--- src/rtl/fifo_buffer_param.sv ---
// Parametrised synchronous FIFO for the SPI_TX data path, with fill level, almost thresholds and sticky error flags.
// Optional feature macro FIFO_BUF_REG_OUT_EN: registered data_out plus a data_valid strobe.
module fifo_buffer_param #(
  parameter int DATA_WIDTH = 32,
  parameter int PTR_WIDTH  = 3,
  parameter int AF_THRESH  = 6,
  parameter int AE_THRESH  = 1
) (
  input  logic                  clk,
  input  logic                  rst_n,
  input  logic                  fifo_write,
  input  logic                  fifo_read,
  input  logic                  flush,
  input  logic                  clr_err,
  input  logic [DATA_WIDTH-1:0] data_in,
  output logic [DATA_WIDTH-1:0] data_out,
  output logic                  empty,
  output logic                  full,
  output logic                  almost_empty,
  output logic                  almost_full,
  output logic [PTR_WIDTH:0]    level,
  output logic                  overflow,
`ifdef FIFO_BUF_REG_OUT_EN
  output logic                  data_valid,
`endif
  output logic                  underflow
);

  localparam int DEPTH = 1 << PTR_WIDTH;
  localparam logic [PTR_WIDTH:0] DEPTH_L = {1'b1, {PTR_WIDTH{1'b0}}};
  localparam logic [PTR_WIDTH:0] AF_L    = AF_THRESH[PTR_WIDTH:0];
  localparam logic [PTR_WIDTH:0] AE_L    = AE_THRESH[PTR_WIDTH:0];

  logic [DATA_WIDTH-1:0] mem [DEPTH];
  logic [PTR_WIDTH:0]    wr_ptr;
  logic [PTR_WIDTH:0]    rd_ptr;
  logic                  wr_en;
  logic                  rd_en;
  logic                  ovf_set;
  logic                  unf_set;

  // Pointer difference wraps naturally thanks to the extra wrap bit.
  assign level        = wr_ptr - rd_ptr;
  assign empty        = (level == '0);
  assign full         = (level == DEPTH_L);
  assign almost_empty = (level <= AE_L);
  assign almost_full  = (level >= AF_L);

  // Flush suppresses both transfers and any error they would raise.
  assign wr_en   = fifo_write && !full  && !flush;
  assign rd_en   = fifo_read  && !empty && !flush;
  assign ovf_set = fifo_write && full   && !flush;
  assign unf_set = fifo_read  && empty  && !flush;

  always_ff @(posedge clk) begin
    if (!rst_n) begin
      wr_ptr <= '0;
      rd_ptr <= '0;
    end else if (flush) begin
      wr_ptr <= '0;
      rd_ptr <= '0;
    end else begin
      if (wr_en) wr_ptr <= wr_ptr + 1'b1;
      if (rd_en) rd_ptr <= rd_ptr + 1'b1;
    end
  end

  // A new error in the same cycle as clr_err takes priority.
  always_ff @(posedge clk) begin
    if (!rst_n) begin
      overflow  <= 1'b0;
      underflow <= 1'b0;
    end else begin
      if (ovf_set)      overflow <= 1'b1;
      else if (clr_err) overflow <= 1'b0;
      if (unf_set)      underflow <= 1'b1;
      else if (clr_err) underflow <= 1'b0;
    end
  end

  always_ff @(posedge clk) begin
    if (wr_en) mem[wr_ptr[PTR_WIDTH-1:0]] <= data_in;
  end

`ifdef FIFO_BUF_REG_OUT_EN
  always_ff @(posedge clk) begin
    if (!rst_n) begin
      data_out   <= '0;
      data_valid <= 1'b0;
    end else begin
      if (rd_en) data_out <= mem[rd_ptr[PTR_WIDTH-1:0]];
      data_valid <= rd_en;
    end
  end
`else
  assign data_out = mem[rd_ptr[PTR_WIDTH-1:0]];
`endif

endmodule
--- config.mk ---
export PLATFORM = sky130hd
export DESIGN_NAME = fifo_buffer_param
export DESIGN_NICKNAME = d
export VERILOG_FILES = /design/src/rtl/fifo_buffer_param.sv
export SDC_FILE = /design/constraint.sdc
export NUM_CORES = 1
export LEC_CHECK = 0
export ABC_CLOCK_PERIOD_IN_PS = 7500
export CORE_MARGIN = 5
export CORE_UTILIZATION = 35
export CTS_CLUSTER_DIAMETER = 200
export DETAILED_ROUTE_END_ITERATION = 6
export SKIP_CTS_REPAIR_TIMING = 1
export SYNTH_ARGS = -nofsm -noshare
export SYNTH_HDL_FRONTEND = slang
export SYNTH_SLANG_ARGS = --single-unit
--- constraint.sdc ---
create_clock -name clk -period 7.5 [get_ports clk]
set_input_delay 1.125 -clock clk [delete_from_list [all_inputs] [get_ports clk]]
set_output_delay 1.125 -clock clk [all_outputs]
set_load 0.03 [all_outputs]
==> impl_metrics.csv <==
group,metric,value,unit
detailed_routing,drtPass1Iterations,4,
timing,setup_viol,0,
global_route,antenna_found_initial,3,
clocking,cts_htree_levels,1,
clocking,root_buffer,"clkbuf_16",
timing,slew_viol_final,0,
power,seqPwrFrac,52.8,%
clocking,clkSinkCount,269,
synth,synth_area_leaders,"edfxtp_1, mux4_2, mux2_2, dfxtp_1, buf_6",
synth,synth_mux_area_share,17.7,%
synth,synth_fa_ha_area_share,0.789,%
synth,synth-compound-area-share,1.18,%
place,placement.io_buffers,79,
timing,fin_crit_sh,61.7,%
global_route,grt_max_degree,65,
synth,synth.distinct_cells,42,
run_status,outcome,"completed",
final_layout,syn_to_final_growth,20.6,%
global_route,grt_usage,12.3,%
critical_path,cp.required,6380,ps
synth,synth_seq_area_share,75.9,%
detailed_routing,avgRoutedWirePerCell,21.3,um
die,die_area,0.0335,mm^2
clocking,clk_latency,510,ps
place,place_area,0.0117,mm^2
detailed_routing,postRouteAntennaNets,0,
timing,skew,6.42,ps
die,io_pins,80,
detailed_routing,dr.first_iter.drc_count,391,
synth,synthXorXnorAreaFrac,0.490,%
global_route,gr-total-overflow,0,
synth,synth-edff-count,256,
critical_path,crit_type,"register to primary output",
clocking,cts_tree,"built",
detailed_routing,routed_via_density,4.87,
clocking,cts_made_buffers,27,
final_layout,fin_area,0.0126,mm^2
synth,syn_area_per_cell,22.3,um^2
synth,ys.flop_type,"edfxtp_1",
final_layout,nets,608,
power,p_per_area,249,mW/mm^2
global_route,grt_pass1_wl,32000,um
power,combPwrFrac,3.9,%
run,max-cap-violations,0,
die,fp.dieH,183,um
synth,synth_warnings,0,
die,start_util,35.4,%
synth,synth_top_family_by_area,"multiplexers",
clocking,clkTransAtPathRegs,60,ps
detailed_routing,vias,4743,
timing,finalHoldViolCount,0,
critical_path,cp.arrival,3500,ps
synth,syn_area,0.0105,mm^2
synth,ys_ff_latch,269,
synth,async_flop_share,0,%
place,dp.final_hpwl,11400,um
hold_path,hp-class,"register to register",
timing,setup_tns,0,ps
power,cellLeakagePower,3.92,nW
critical_path,crit_path_max_fanout,33,
synth,synthSimpleGateAreaFrac,2.13,%
final_layout,drive_gt1_share,28.3,%
synth,post-synth-top-area-fraction,73.5,%
synth,yosys.area.top_type,"edfxtp_1",
place,gp_congestion,0.724,
global_route,grt_pass1_vias,5326,
detailed_routing,routed_wl,20700,um
timing,rsz0062_at_grt,"no",
synth,synthesis.nets,514,
power,internal_power,2.54,mW
synth,netlist_instances,470,
die,die_x,183,um
detailed_routing,drc,0,
timing,layout_min_cycle_time,4620,ps
power,sw_frac_of_total,19.2,%
timing,relSlewSlack,29.7,%
die,core,0.0296,mm^2
power,peakVddDrop,0.176,mV
power,p_clk_share,43.3,%
clocking,clk_path_buf_depth,3,
timing,fmax,216,MHz
final_layout,antenna_cells,0,
die,core.rowCount,63,
power,net-switching-power,0.604,mW
timing,worst_pin_slew,1050,ps
critical_path,critPathLaunchType,"register",
critical_path,cp-end-kind,"primary output",
## cells in the mapped netlist (2+ instances only)
cell type / number
edfxtp_1: 256
xnor2_1: 3
o21ai_0: 2
buf_2: 7
nand2b_1: 3
nor2b_1: 3
mux2i_1: 5
nor2_1: 9
and3_1: 2
nand2_1: 7
mux2_2: 32
nor4_1: 3
buf_1: 2
dfxtp_1: 13
a21oi_1: 3
clkbuf_1: 6
buf_6: 6
nand3_1: 2
ha_1: 5
mux4_2: 64
inv_1: 11
nor3_1: 6
## state kept, by name, indices dropped and copies added, names as in the netlist, named ones only
signal and flops:
underflow 1, wr_ptr 4, rd_ptr 4, mem 256, overflow 1
## worst paths after layout
kind	start	endpoint	slack, ps	cells after the start
setup / recovery	register	data_out[23]	2880	4
hold / removal	rd_ptr[2]	register	510	2
setup reg to reg	wr_ptr[0]	mem[3][19]	4280	8
hold reg to reg	rd_ptr[2]	register	510	2
## layout by cell type (no fill, tap or decap), drive strengths merged
cell / netlist / layout
a21o: 2 / 2
a21oi: 4 / 4
a31o: 1 / 1
a31oi: 1 / 1
a32oi: 1 / 1
and2: 2 / 2
and3: 2 / 2
and3b: 1 / 1
buf: 16 / 8
bufinv: 0 / 5
clkbuf: 6 / 28
clkdlybuf4s50: 0 / 79
clkinv: 0 / 14
clkinvlp: 0 / 1
dfxtp: 13 / 13
edfxtp: 256 / 256
fa: 1 / 1
ha: 5 / 5
inv: 12 / 12
mux2: 32 / 32
mux2i: 5 / 5
mux4: 64 / 64
nand2: 7 / 7
nand2b: 3 / 3
nand3: 3 / 3
nand3b: 1 / 1
nand4: 1 / 1
nor2: 9 / 9
nor2b: 3 / 3
nor3: 6 / 6
nor4: 3 / 3
o21ai: 3 / 3
o31a: 1 / 1
o32ai: 1 / 1
xnor2: 3 / 3
xor2: 2 / 2
## layer usage
metal  vias to the layer above  routed length, um  global-route usage [%]
met1                      2488               8960                    16.1
li1                       2132                  -                       -
met2                        93              10400                    21.2
met4                         6                259                    2.12
met5                         -                 34                       0
met3                        24               1060                    3.15
## cells by family (layout without fill, tap and decap cells)
kind of cell               count (synthesis)  count (layout)
adders and majority gates                  6               6
muxes                                    101             101
AOI/OAI and AO/OA                         14              14
and+or+nand+nor                           41              41
DFF                                      269             269
xor gates and xnor gates                   5               5
buffers and inverters                     34             147
## area by class of cell
class                   instances  area, um^2
clock buffers                  28         679
clock inverters                20         226
fillers                      2531       16900
inverters                      12        45.0
multi-input cells             167        2370
flip-flops and latches        269        7960
well taps                     390         488
repair buffers                 87         851
## power groups by stage
stage	Combinational, mW	Sequential, mW	Clock (mW)
final	0.123	1.66	1.36
after detailed placement	0.125	1.69	0
after global routing	0.132	1.66	1.46
after CTS	0.125	1.66	1.39
after floorplan	0.0593	1.69	0
after global placement	0.121	1.69	0
## critical path, stage by stage (launching register included)
cell,delay [ps]
dfxtp_4,810
buf_4,660
mux4_2,580
mux2_2,320
clkdlybuf4s50_1,610
## stage by stage
step / cells / total power, mW / utilization [%] / hold WS (ps) / setup WS, ps
6_report: 973 / 3.14 / 42.7 / 508 / 2880
5_1_grt: 973 / 3.25 / 42.7 / 539 / 2600
4_1_cts: 973 / 3.17 / 42.7 / 509 / 2740
3_5_place_dp: 925 / 1.82 / 39.6 / 498 / 3300
3_3_place_gp: 925 / 1.81 / 39.6 / 498 / 3320
2_1_floorplan: 470 / 1.75 / - / 469 / 2160
No activity file was read; power rests on OpenSTA's default activity.
